`src/rtl/dotprod_pkg.sv`:
```
// dotprod_pkg: shared definitions for the dot-product operand memory path.
// Holds the default geometry (element width, burst length, memory depth and
// address width), the writer state enum and the element_count width helper.
// No ports; imported by the writer, its interface and the address counter.
package dotprod_pkg;

  localparam int DATA_WIDTH_DEF   = 8;
  localparam int VECTOR_WIDTH_DEF = 4;
  localparam int DEPTH_DEF        = 32;
  localparam int ADDR_WIDTH_DEF   = 5;

  // element_count must be able to hold VECTOR_WIDTH itself, not just VECTOR_WIDTH-1
  function automatic int count_width(input int vector_width);
    return $clog2(vector_width) + 1;
  endfunction

  localparam int COUNT_WIDTH_DEF = count_width(VECTOR_WIDTH_DEF);

  typedef enum logic [1:0] {
    IDLE  = 2'd0,
    WRITE = 2'd1,
    LAST  = 2'd2,
    DONE  = 2'd3
  } writer_state_t;

endpackage

```
`src/rtl/vec_mem_writer_if.sv`:
```
// vec_mem_writer_if: control, input stream and dual-memory write bus of the
// vector memory writer.
//   control : start_writing (in), writing_done, busy, element_count (out)
//   stream  : in_valid, in_data_a, in_data_b (in), in_ready (out)
//   mem1/2  : wr_en_memX, wr_addr_memX, wr_data_memX (out)
// Modport slave is the writer itself; master is the producer/controller side.
interface vec_mem_writer_if
  import dotprod_pkg::*;
#(
  parameter int DATA_WIDTH  = DATA_WIDTH_DEF,
  parameter int ADDR_WIDTH  = ADDR_WIDTH_DEF,
  parameter int COUNT_WIDTH = COUNT_WIDTH_DEF
) ();

  logic                   start_writing;
  logic                   writing_done;
  logic                   busy;
  logic [COUNT_WIDTH-1:0] element_count;

  logic                   in_valid;
  logic                   in_ready;
  logic [DATA_WIDTH-1:0]  in_data_a;
  logic [DATA_WIDTH-1:0]  in_data_b;

  logic                   wr_en_mem1;
  logic                   wr_en_mem2;
  logic [ADDR_WIDTH-1:0]  wr_addr_mem1;
  logic [ADDR_WIDTH-1:0]  wr_addr_mem2;
  logic [DATA_WIDTH-1:0]  wr_data_mem1;
  logic [DATA_WIDTH-1:0]  wr_data_mem2;

  modport slave (
    input  start_writing, in_valid, in_data_a, in_data_b,
    output writing_done, busy, element_count, in_ready,
    output wr_en_mem1, wr_en_mem2, wr_addr_mem1, wr_addr_mem2,
    output wr_data_mem1, wr_data_mem2
  );

  modport master (
    output start_writing, in_valid, in_data_a, in_data_b,
    input  writing_done, busy, element_count, in_ready,
    input  wr_en_mem1, wr_en_mem2, wr_addr_mem1, wr_addr_mem2,
    input  wr_data_mem1, wr_data_mem2
  );

endinterface

```
`src/rtl/mod_addr_counter.sv`:
```
// mod_addr_counter: address counter that wraps modulo DEPTH (DEPTH need not
// be a power of two). Shared by the memory writer and reader.
//   clk, rst_n : clock, asynchronous active-low reset (clears to 0)
//   inc        : advance by one, DEPTH-1 wraps to 0
//   clr        : synchronous clear to 0, takes priority over inc
//   addr       : current address
module mod_addr_counter
  import dotprod_pkg::*;
#(
  parameter int DEPTH      = DEPTH_DEF,
  parameter int ADDR_WIDTH = ADDR_WIDTH_DEF
) (
  input  logic                  clk,
  input  logic                  rst_n,
  input  logic                  inc,
  input  logic                  clr,
  output logic [ADDR_WIDTH-1:0] addr
);

  localparam logic [ADDR_WIDTH-1:0] ADDR_MAX = ADDR_WIDTH'(DEPTH - 1);

  always_ff @(posedge clk or negedge rst_n) begin
    if (!rst_n) begin
      addr <= '0;
    end else if (clr) begin
      addr <= '0;
    end else if (inc) begin
      addr <= (addr == ADDR_MAX) ? '0 : addr + 1'b1;
    end
  end

endmodule

```
`src/rtl/vec_mem_writer.sv`:
```
// vec_mem_writer: fills mem1 (vector A) and mem2 (vector B) of the
// dot-product datapath from a valid/ready stream of element pairs. Each
// start_writing in IDLE opens a burst of VECTOR_WIDTH pairs; every accepted
// pair produces one matched write to both memories one cycle later, and
// writing_done pulses the cycle after the last write strobe.
//   clk, rst_n : clock, asynchronous active-low reset
//   bus        : vec_mem_writer_if.slave (control, input stream, mem1/mem2 writes)
// Build option: MEM_WRITER_BASE_RESET_EN -- when defined, every accepted
// start_writing rewinds the write pointer to 0 so each burst lands at
// 0..VECTOR_WIDTH-1; otherwise the pointer persists across bursts and wraps
// modulo DEPTH.
module vec_mem_writer
  import dotprod_pkg::*;
#(
  parameter int DATA_WIDTH   = DATA_WIDTH_DEF,
  parameter int VECTOR_WIDTH = VECTOR_WIDTH_DEF,
  parameter int DEPTH        = DEPTH_DEF,
  parameter int ADDR_WIDTH   = ADDR_WIDTH_DEF
) (
  input logic             clk,
  input logic             rst_n,
  vec_mem_writer_if.slave bus
);

  localparam int COUNT_WIDTH = count_width(VECTOR_WIDTH);

  writer_state_t          state;
  logic [COUNT_WIDTH-1:0] count;
  logic                   wr_en;
  logic [ADDR_WIDTH-1:0]  wr_addr;
  logic [ADDR_WIDTH-1:0]  wr_ptr;
  logic [DATA_WIDTH-1:0]  data_a;
  logic [DATA_WIDTH-1:0]  data_b;

  logic start_accept;
  logic transfer;
  logic final_xfer;
  logic ptr_clr;

  // in_ready depends on state only, so transfer has no path through in_ready
  assign start_accept = (state == IDLE) && bus.start_writing;
  assign transfer     = (state == WRITE) && bus.in_valid;
  assign final_xfer   = transfer && (count == COUNT_WIDTH'(VECTOR_WIDTH - 1));

`ifdef MEM_WRITER_BASE_RESET_EN
  assign ptr_clr = start_accept;
`else
  assign ptr_clr = 1'b0;
`endif

  mod_addr_counter #(
    .DEPTH      (DEPTH),
    .ADDR_WIDTH (ADDR_WIDTH)
  ) u_wr_ptr (
    .clk   (clk),
    .rst_n (rst_n),
    .inc   (transfer),
    .clr   (ptr_clr),
    .addr  (wr_ptr)
  );

  always_ff @(posedge clk or negedge rst_n) begin
    if (!rst_n) begin
      state   <= IDLE;
      count   <= '0;
      wr_en   <= 1'b0;
      wr_addr <= '0;
      data_a  <= '0;
      data_b  <= '0;
    end else begin
      // strobe is high only in the cycle after a transfer; address and data
      // hold their last values otherwise
      wr_en <= transfer;
      if (transfer) begin
        wr_addr <= wr_ptr;
        data_a  <= bus.in_data_a;
        data_b  <= bus.in_data_b;
        count   <= count + 1'b1;
      end

      case (state)
        IDLE: begin
          if (start_accept) begin
            state <= WRITE;
            count <= '0;
          end
        end
        WRITE:   if (final_xfer) state <= LAST;
        LAST:    state <= DONE;   // final strobe visible during this cycle
        DONE:    state <= IDLE;   // start_writing on this edge is ignored
        default: state <= IDLE;
      endcase
    end
  end

  assign bus.in_ready      = (state == WRITE);
  assign bus.busy          = (state != IDLE);
  assign bus.writing_done  = (state == DONE);
  assign bus.element_count = count;

  // both memories always see the same strobe and address
  assign bus.wr_en_mem1   = wr_en;
  assign bus.wr_en_mem2   = wr_en;
  assign bus.wr_addr_mem1 = wr_addr;
  assign bus.wr_addr_mem2 = wr_addr;
  assign bus.wr_data_mem1 = data_a;
  assign bus.wr_data_mem2 = data_b;

endmodule
```
`src/flat_wrapper.sv`:
```
// flat-port wrapper written by rule: the top's interface ports become plain ports
module vec_mem_writer_flat import dotprod_pkg::*;
#(
  parameter int DATA_WIDTH   = DATA_WIDTH_DEF,
  parameter int VECTOR_WIDTH = VECTOR_WIDTH_DEF,
  parameter int DEPTH        = DEPTH_DEF,
  parameter int ADDR_WIDTH   = ADDR_WIDTH_DEF
)
  (clk, rst_n, bus_start_writing, bus_in_valid, bus_in_data_a, bus_in_data_b, bus_writing_done, bus_busy, bus_element_count, bus_in_ready, bus_wr_en_mem1, bus_wr_en_mem2, bus_wr_addr_mem1, bus_wr_addr_mem2, bus_wr_data_mem1, bus_wr_data_mem2);
  vec_mem_writer_if #(.DATA_WIDTH(DATA_WIDTH), .ADDR_WIDTH(ADDR_WIDTH)) bus_i ();
  input logic clk;
  input logic rst_n;
  input wire logic [$bits(bus_i.start_writing)-1:0] bus_start_writing;
  input wire logic [$bits(bus_i.in_valid)-1:0] bus_in_valid;
  input wire logic [$bits(bus_i.in_data_a)-1:0] bus_in_data_a;
  input wire logic [$bits(bus_i.in_data_b)-1:0] bus_in_data_b;
  output wire logic [$bits(bus_i.writing_done)-1:0] bus_writing_done;
  output wire logic [$bits(bus_i.busy)-1:0] bus_busy;
  output wire logic [$bits(bus_i.element_count)-1:0] bus_element_count;
  output wire logic [$bits(bus_i.in_ready)-1:0] bus_in_ready;
  output wire logic [$bits(bus_i.wr_en_mem1)-1:0] bus_wr_en_mem1;
  output wire logic [$bits(bus_i.wr_en_mem2)-1:0] bus_wr_en_mem2;
  output wire logic [$bits(bus_i.wr_addr_mem1)-1:0] bus_wr_addr_mem1;
  output wire logic [$bits(bus_i.wr_addr_mem2)-1:0] bus_wr_addr_mem2;
  output wire logic [$bits(bus_i.wr_data_mem1)-1:0] bus_wr_data_mem1;
  output wire logic [$bits(bus_i.wr_data_mem2)-1:0] bus_wr_data_mem2;
  assign bus_i.start_writing = bus_start_writing;
  assign bus_i.in_valid = bus_in_valid;
  assign bus_i.in_data_a = bus_in_data_a;
  assign bus_i.in_data_b = bus_in_data_b;
  assign bus_writing_done = bus_i.writing_done;
  assign bus_busy = bus_i.busy;
  assign bus_element_count = bus_i.element_count;
  assign bus_in_ready = bus_i.in_ready;
  assign bus_wr_en_mem1 = bus_i.wr_en_mem1;
  assign bus_wr_en_mem2 = bus_i.wr_en_mem2;
  assign bus_wr_addr_mem1 = bus_i.wr_addr_mem1;
  assign bus_wr_addr_mem2 = bus_i.wr_addr_mem2;
  assign bus_wr_data_mem1 = bus_i.wr_data_mem1;
  assign bus_wr_data_mem2 = bus_i.wr_data_mem2;
  vec_mem_writer #(.DATA_WIDTH(DATA_WIDTH), .VECTOR_WIDTH(VECTOR_WIDTH), .DEPTH(DEPTH), .ADDR_WIDTH(ADDR_WIDTH)) u_core (.clk(clk), .rst_n(rst_n), .bus(bus_i));
endmodule
```
`config.mk`:
```
export PLATFORM = sky130hd
export DESIGN_NAME = vec_mem_writer_flat
export DESIGN_NICKNAME = d
export VERILOG_FILES = /design/src/rtl/dotprod_pkg.sv /design/src/rtl/vec_mem_writer_if.sv /design/src/rtl/mod_addr_counter.sv /design/src/rtl/vec_mem_writer.sv /design/src/flat_wrapper.sv
export SDC_FILE = /design/constraint.sdc
export NUM_CORES = 1
export LEC_CHECK = 0
export ABC_AREA = 1
export ABC_CLOCK_PERIOD_IN_PS = 1700
export CAP_MARGIN = 15
export CORE_MARGIN = 2
export CORE_UTILIZATION = 47
export CTS_BUF_LIST = sky130_fd_sc_hd__clkbuf_16
export DETAILED_ROUTE_END_ITERATION = 12
export PLACE_DENSITY = 0.95
export SLEW_MARGIN = 10
export SYNTH_ARGS = -nofsm -noshare
export SYNTH_HDL_FRONTEND = slang
export SYNTH_SLANG_ARGS = --single-unit
```
`constraint.sdc`:
```
create_clock -name clk -period 1.7 [get_ports clk]
set_input_delay 0.34 -clock clk [delete_from_list [all_inputs] [get_ports clk]]
set_output_delay 0.34 -clock clk [all_outputs]
set_load 0.02 [all_outputs]
```
**Word-level counts from Yosys, hierarchy flattened**

Cells that the tools add are included.

- Bits in registers: 32
- Input port bits: 20
- Output and inout port bits: 34
- Word-level logic and storage cells: 29

- $add $sub $neg: 2
- Equal/unequal tests: 7
- Mux-type cells: 7
- Reductions and logical operators: 6

Operator list:

| kind | number |
|---|---|
| 3-bit 2-to-1 mux | 3 |
| 2-bit case mux with 4 select lines | 1 |
| 5-bit by 1-bit adder with 5-bit output, second input constant | 1 |
| 5-bit == test, second input constant | 1 |
| 5-bit 2-to-1 mux | 1 |
| 2-bit == test, second input constant | 2 |
| 2-bit 2-to-1 mux | 2 |
| 2-bit by 1-bit != test with 1-bit output, second input constant | 2 |
| 3-bit by 1-bit adder with 3-bit output, second input constant | 1 |
| 3-bit by 2-bit == test with 1-bit output, second input constant | 1 |
| 1-bit logical AND | 3 |
| 2-bit by 1-bit == test with 1-bit output, second input constant | 1 |
| 2-bit logical NOT | 1 |
| 2-bit AND reduction | 1 |
| 2-bit nonzero test | 1 |

**Depth between registers and ports, before layout**

Gate-level depths: netlist of run 1.

- Depth after elaboration: 5
- Depth in mapped cells: 8
- Gate-level depth less buffers: 7

**Modules after synthesis**

A second synthesis of run 1 with hierarchy kept.

- Cell total of the unflattened synthesis: 179
- Area, all modules: 1,574.0 um2

Modules (own cells, without submodules):

| module | times used | cells each | area each (um2) | sequential area each (um2) |
|---|---|---|---|---|
| vec_mem_writer | 1 | 141 | 1,291.2 | 675.6 |
| mod_addr_counter | 1 | 38 | 282.8 | 125.1 |

**Worst setup path before layout of run 1**

No wires, ideal clock.

- Path kind: flip-flop to flip-flop
- Start: reg u_core.state[1]
- End: reg u_core.data_a[3], in the netlist u_core.bus.wr_data_mem1[3]
- Setup time: 0.116 ns
- Data arrival time: 1.246 ns
- Data required time: 1.584 ns
- Slack: 0.337 ns
- Cell stages (with the launch flop): 8
- Path buffers: 2
- Clock period less this slack: 1.363 ns
- Cells stage by stage: dfrtp_1 inv_1 ha_1 nand2_2 buf_6 buf_6 nand2_1 nand2_1

- Cells in the longest elaborated chain, start to end: 2

RTL lines:

| item | RTL line | RTL |
|---|---|---|
| from (decl) | vec_mem_writer.sv:27 | `writer_state_t state;` |
| from (signal assigned) | vec_mem_writer.sv:64 | `state <= IDLE;` |
| from (signal assigned) | vec_mem_writer.sv:84 | `state <= WRITE;` |
| from (signal assigned) | vec_mem_writer.sv:88 | `WRITE: if (final_xfer) state <= LAST;` |
| 2-bit by 1-bit == test with 1-bit output | - |  |
| net bus_in_ready | flat_wrapper.sv:20 | `output wire logic [$bits(bus_i.in_ready)-1:0] bus_in_ready;` |
| 1-bit logical AND | vec_mem_writer.sv:42 | `assign transfer = (state == WRITE) && bus.in_valid;` |
| to (signal assigned) | vec_mem_writer.sv:76 | `data_a <= bus.in_data_a;` |
| to (decl) | vec_mem_writer.sv:32 | `logic [DATA_WIDTH-1:0] data_a;` |

The timed path passes the listed nets, and every way through them passes these cells.
A chain may end at the register's enable or synchronous reset.

**Worst setup path after layout of run 1**

- Start: reg u_core.state[0]
- End: out bus_busy

- Cells in the longest elaborated chain, start to end: 1

RTL lines:

| item | RTL line | RTL |
|---|---|---|
| 2-bit nonzero test | vec_mem_writer.sv:97 | `assign bus.busy = (state != IDLE);` |
| to (decl) | flat_wrapper.sv:18 | `output wire logic [$bits(bus_i.busy)-1:0] bus_busy;` |

No other way between the ends.

==> results by group, run 1 <==
Routing
  • # DRC: 0
  • DRT Wirelength: 3.02 mm
  • Initial drt markers: 63
  • Antenna violation net count after detailed routing: 0
  • TritonRoute pass-1 iters: 4
  • Via Count: between 1,000 and 1,500
  • WL per Instance: approximately 12 um
  • Vias per cell: between 4 and 5

Min path
  • Worst Hold Class: input port to asynchronous set/reset pin

Power
  • Leak: 1.07 nW
  • Clk pwr share: between 20% and 30%
  • Sw power: ~1.6 mW
  • Switching share of power: between 30% and 40%
  • Combinational power share: 47.3%
  • Max VDD drop: 0.00148 V
  • Internal power: ~2.8 mW
  • Total power: ~4.4 mW
  • Seq pwr share: around 30%
  • Power density over the cells: around 2100 nW/um^2

Critical path
  • Crit Path Class: flop to primary output
  • Crit start category: flop
  • Crit path DAT: 1300 ps
  • Crit path required time: approximately 1400 ps
  • CP Capture Type: primary output
  • Length in cells of the worst reg-to-reg path: 7
  • CP max FO: 4

Yosys
  • Post-Syn Nets: 190
  • Synth Register Bits: 32
  • Post-Syn Area: around 1500 sq um
  • Syn Area/Cell: 9.08 sq um
  • Yosys warns: 0
  • Synth top area cells: dfrtp_1 (55%), nand2_1 (18%), ha_1 (7.7%), buf_4 (3.1%), inv_1 (2.8%)
  • Seq/Total Area, Yosys: approximately 55%
  • Yosys top cell by area: dfrtp_1
  • Cell count after synthesis: 161
  • Synth unique cells: 20
  • Synth top area share: 54.8%

Clock network
  • Clock root buffer master: clkbuf_16
  • Hold buffer count at CTS: 0
  • Worst-path clk slew: roughly 50 ps
  • H-tree Lvls: 2
  • Clock Latency Late Sink: approximately 270 ps
  • Clk sinks: 32
  • CTS tree: yes
  • Clock buffer depth: 2
  • CTS buffer count: 5

STA
  • Endpoints failing hold: 0
  • Tmin final: around 1600 ps
  • Worst-Margin Slew: between 300 and 400 ps
  • Final period util: a little over nine tenths
  • Worst Skew: about 2.5 ps
  • Pins over their slew limit: 0
  • Relative slew slack: between 70% and 80%
  • Setup violators final: 0
  • RSZ-0062 raised after global routing: no
  • Fmax: 0.611 GHz

Finish
  • Diodes inserted: 0
  • Nets: 245
  • Area grow syn2layout: 46.4%
  • Layout Cells excl Fill: 250
  • Fill cell count: between 200 and 250
  • Ratio of cells with drive above 1 in the final layout: about 8.3%

Floorplan
  • Die X: between 50 and 60 um
  • Core Region: about 3000 sq um
  • Chip height: about 60 um
  • Die area: roughly 3600 sq um
  • Initial Util: between 40 and 50%
  • Core Rows: 20
  • # IOs: 54

Placement
  • PortBufs: 53
  • Placed insts: 240
  • DP Wirelength: 2.07 mm
  • Routability cong.: 0.708

Global routing
  • Grt total ovfl: 0
  • Initial antenna violation count: 0
  • Global-route wire length before repair: just under 5 mm
  • Largest net degree at the start of global routing: 33
  • GRT Total Usage: 18.9%
  • Number of global-route vias before repair: 1,108

Flow run
  • Max-Cap Viols: 0

Outcome
  • Status: finished clean
critical path, cell delays in order, from the launching register on:
cell	delay, ps
dfrtp_1	380
inv_1	100
ha_1	230
inv_1	70
clkdlybuf4s15_2	250
Yosys cell counts (all sizes together):
cell,instances
nand2,70
dfrtp,32
buf,12
inv,12
ha,9
o21ai,9
nor2,5
nand3,4
a21oi,3
or2,2
a21boi,1
o22ai,1
xnor2,1
what timing repair did:
item / 4_1_cts / 5_1_grt
setup endpoints to repair: 3 / 2
gates cloned: 0 / 0
gates resized for setup: 5 / 2
buffers inserted: 0 / 2
sequential cells by signal, summed over array words and instances (netlist names):
| name | cells |
|---|---|
| u_core.bus.element_count | 3 |
| u_core.u_wr_ptr.addr | 5 |
| u_core.bus.wr_data_mem2 | 8 |
| u_core.bus.wr_en_mem1 | 1 |
| u_core.state | 2 |
| u_core.bus.wr_data_mem1 | 8 |
| u_core.bus.wr_addr_mem1 | 5 |
logic make-up after synthesis:
group / after synthesis / share of synthesized area, %
XOR/XNOR: 1 / 0.599
flip-flops: 32 / 54.8
AND/OR/NAND/NOR: 81 / 21.7
AO/OA/AOI/OAI: 14 / 5.05
adder cells (fa/ha/maj): 9 / 7.71
buffers and inverters: 24 / 10.2
power by group through the flow:
stage | sequential, mW | clock, mW | combinational [mW]
3_3_place_gp | 1.33 | 0 | 2.01
6_report | 1.34 | 0.979 | 2.08
4_1_cts | 1.35 | 0.994 | 2.08
3_5_place_dp | 1.35 | 0 | 2.07
5_1_grt | 1.38 | 1.03 | 2.30
2_1_floorplan | 1.65 | 0 | 0.932
area by class of cell:
type,count,area [sq um],share of cell area [%]
timing repair buffer,60,578,27.0
clock buffer,5,125,5.85
sequential,32,801,37.4
multi-input combinational,105,512,23.9
tap,33,41.3,1.93
inverter,12,45.0,2.11
clock inverter,3,37.5,1.75
layer usage:
metal  part of all wire, %  global-route usage (%)
met4                  0.93                    6.67
met1                    43                    23.1
met2                    50                    31.2
met3                   6.5                    6.28
met5                     0                       0
stage by stage:
step                cell area, sq um  setup WS (ps)  setup TNS [ps]  util [%]  hold WS [ps]
finish                          2140           64.0               0      71.3           462
global route                    2140          0.470               0      71.3           500
CTS                             2130           19.5               0      70.9           480
detailed placement              1970          -1.84           -1.84      65.5           465
global placement                1970           55.8               0      65.5           463
floorplan                       1460            337               0         -          44.4
final timing paths:
check,slack (ps),start,to
max,60,u_core.state[0],bus_busy
min,460,rst_n,u_core.bus.wr_addr_mem1[1]
max reg2reg,260,u_core.state[1],u_core.bus.element_count[1]
min reg2reg,470,u_core.bus.wr_data_mem2[6],u_core.bus.wr_data_mem2[6]
max in group asynchronous,950,rst_n,u_core.bus.wr_data_mem1[5]
min in group clk,470,u_core.bus.wr_data_mem2[6],u_core.bus.wr_data_mem2[6]
layout by cell type, fill, tap and decap left out, types with 2 or more instances in the layout:
master	count
nand3_1	4
clkinv_1	2
dfrtp_1	32
nor2_1	5
inv_1	11
a21oi_1	3
nand2_1	69
buf_4	7
o21ai_0	6
clkdlybuf4s50_1	50
clkbuf_16	5
ha_1	9
o21ai_1	3
No activity file was read; power rests on OpenSTA's default activity.
==> inputs of run 2 (changes only) <==
ABC_CLOCK_PERIOD_IN_PS = unset   (was 1700)
==> results of run 2 <==
Final layout, timing and power as in run 1 (identical DEF).
==> inputs of run 3 (changes only) <==
CAP_MARGIN = 20   (was 15)
CELL_PAD_IN_SITES_DETAIL_PLACEMENT = 1   (was unset)
CELL_PAD_IN_SITES_GLOBAL_PLACEMENT = 1   (was unset)
CORE_UTILIZATION = 34   (was 47)
==> run 3 against run 2 <==
  * Hold slack better by 8.9 ps
  * Clock power is 16% lower
  * Wire length is 25% higher
  * Final area is 0.41% lower
  * Critical path type unchanged
  * Critical endpoint is now bus_wr_data_mem2[7]
  * Largest cell class unchanged
==> results by group, run 3 (same netlist as run 1, synthesis figures left out) <==
Power
  • Switching share of power: 39.4% (+2.4 points)
  • Leak: 1.06 nW (-0.96%)
  • Internal power: 2.60 mW (-6.0%)
  • Sw power: 1.70 mW (+3.9%)
  • Power density over the cells: 2020 nW/um^2 (-1.9%)
  • Seq pwr share: 31.5% (+1.1 points)
  • Max VDD drop: 0.000777 V (-48%)
  • Clk pwr share: 19.2% (-3.0 points)
  • Combinational power share: 49.3% (+2.0 points)

STA
  • Relative slew slack: 73.0% (-0.76 points)
  • Worst-Margin Slew: 405 ps (+11.4 ps)
  • Setup violators final: 0 (unchanged)
  • RSZ-0062 raised after global routing: no
  • Final period util: 95.1% (-1.2 points)
  • Endpoints failing hold: 0 (unchanged)
  • Worst Skew: 3.13 ps (+0.613 ps)
  • Fmax: 0.619 GHz (+1.2%)
  • Tmin final: 1620 ps (-19.8 ps)
  • Pins over their slew limit: 0 (unchanged)
  • Setup ws final: 83.8 ps (+19.8 ps)

Clock network
  • Hold buffer count at CTS: 0 (unchanged)
  • Worst-path clk slew: 50 ps (about the same)
  • CTS tree: yes
  • Clock Latency Late Sink: 270 ps (about the same)
  • Setup Fix Bufs, Post-CTS: 0 (unchanged)
  • Clk sinks: 32 (unchanged)
  • Clock buffer depth: 2 (unchanged)
  • CTS buffer count: 5 (unchanged)
  • Clock root buffer master: clkbuf_16
  • H-tree Lvls: 2 (unchanged)

Global routing
  • Initial antenna violation count: 0 (unchanged)
  • Grt total ovfl: 0 (unchanged)
  • Largest net degree at the start of global routing: 33 (unchanged)
  • Number of global-route vias before repair: 1,331 (+20%)
  • GRT Total Usage: 17.5% (-1.5 points)
  • Global-route wire length before repair: 6.60 mm (+34%)

Finish
  • Nets: 245 (unchanged)
  • Layout Cells excl Fill: 266 (+6.4%)
  • Commonest non-fill, non-tap cell in the layout: nand2_1
  • Ratio of cells with drive above 1 in the final layout: 7.87% (-0.42 points)
  • Share of the core filled with cells: 52.5% (-19 points)
  • Fill cell count: 475 (+100%)
  • Area grow syn2layout: 45.8%
  • Diodes inserted: 0 (unchanged)
  • Commonest cells after routing, fill and taps aside: nand2_1 (69), clkdlybuf4s50_1 (50), dfrtp_1 (32)

Critical path
  • Worst path max stage delay: 650 ps (+270 ps)
  • Top delay family on crit path: buffers and inverters
  • Crit path buffers/inverters: 1 (-2)
  • CP max FO: 2 (-2)
  • Crit Reg-Reg Endpoint: u_core.bus.wr_data_mem1[4]
  • Reg2Reg Setup Slack: 300 ps (+40 ps)
  • Crit path DAT: 1280 ps (-20 ps)
  • Crit Reg-Reg Startpoint: u_core.state[1]
  • CP Cell Sequence: clkdlybuf4s50_1
  • CP Capture Type: primary output
  • WP depth: 1 (-3)
  • Slowest stage cell, crit path: clkdlybuf4s50_1
  • Crit path required time: 1360 ps (about the same)
  • Length in cells of the worst reg-to-reg path: 7 (unchanged)
  • Crit start category: flop
  • Crit Path Class: flop to primary output

Routing
  • Initial drt markers: 64 (+1.6%)
  • WL per Instance: 14.2 um (+17%)
  • Antenna violation net count after detailed routing: 0 (unchanged)
  • # DRC: 0 (unchanged)
  • Via Count: 1,239 (+2.7%)
  • Vias per cell: 4.66 (-3.5%)
  • DRT Wirelength: 3.77 mm (+25%)
  • TritonRoute pass-1 iters: 4 (unchanged)

Floorplan
  • Die X: 69.6 um (+16%)
  • Die area: 4840 sq um (+35%)
  • # IOs: 54 (unchanged)
  • Core Rows: 23 (+15%)
  • Core Region: 4060 sq um (+35%)
  • Initial Util: 36.0% (-13 points)
  • Chip height: 69.6 um (+16%)

Min path
  • Worst Hold Class: input port to asynchronous set/reset pin

Placement
  • DP Wirelength: 2.64 mm (+27%)
  • Placed insts: 259 (+7.9%)
  • Pre-CTS setup slack: -6.73 ps (-4.89 ps)
  • Routability cong.: 0.768 (+8.4%)
  • PortBufs: 53 (unchanged)

Outcome
  • Status: finished clean

Flow run
  • Max-Cap Viols: 0 (unchanged)
==> run 3: worst max path at each step <==
stage | from | end | slack (ps)
after floorplan | u_core.state[1] | u_core.bus.wr_data_mem1[3] | 340
after global placement | u_core.state[0] | bus_busy | 70
after detailed placement | u_core.state[0] | bus_busy | -7
after CTS | u_core.state[0] | bus_busy | 20
after global routing | u_core.state[1] | bus_in_ready | 20
final | u_core.bus.wr_data_mem2[7] | bus_wr_data_mem2[7] | 80
==> run 3: cell type report <==
cell class,instances,area [sq um],share of cell area (%)
inverters,12,45.0,2.11
clock inverters,2,8.76,0.411
clock buffers,5,125,5.87
flip-flops and latches,32,801,37.6
repair buffers,60,577,27.1
well taps,50,62.6,2.94
multi-input cells,105,512,24.0
==> run 3: timing repair <==
item	4_1_cts	5_1_grt
setup endpoints to repair	3	2
gates resized for setup	5	2
hold endpoints to repair	0	0
==> run 3: routing by layer <==
layer	share of wire (%)	GRT usage, %	up-vias
met5	0	0	-
met4	2.3	7.19	0
met3	3.6	3.49	13
met2	55	32.1	30
met1	39	19.6	600
li1	-	-	596
==> run 3: power groups by stage <==
stage / clock network [mW] / registers [mW] / logic (mW)
floorplan: 0 / 1.65 / 0.932
global placement: 0 / 1.34 / 2.08
detailed placement: 0 / 1.36 / 2.16
CTS: 0.839 / 1.36 / 2.17
global route: 0.872 / 1.41 / 2.33
finish: 0.825 / 1.35 / 2.12
==> run 3: stage by stage <==
step	power (mW)	cell area (sq um)	setup TNS, ps	hold WS (ps)
detailed placement	3.52	2000	-6.73	473
global placement	3.42	2000	0	462
global route	4.61	2130	0	516
CTS	4.37	2140	0	483
finish	4.30	2130	0	471
floorplan	2.58	1460	0	44.4
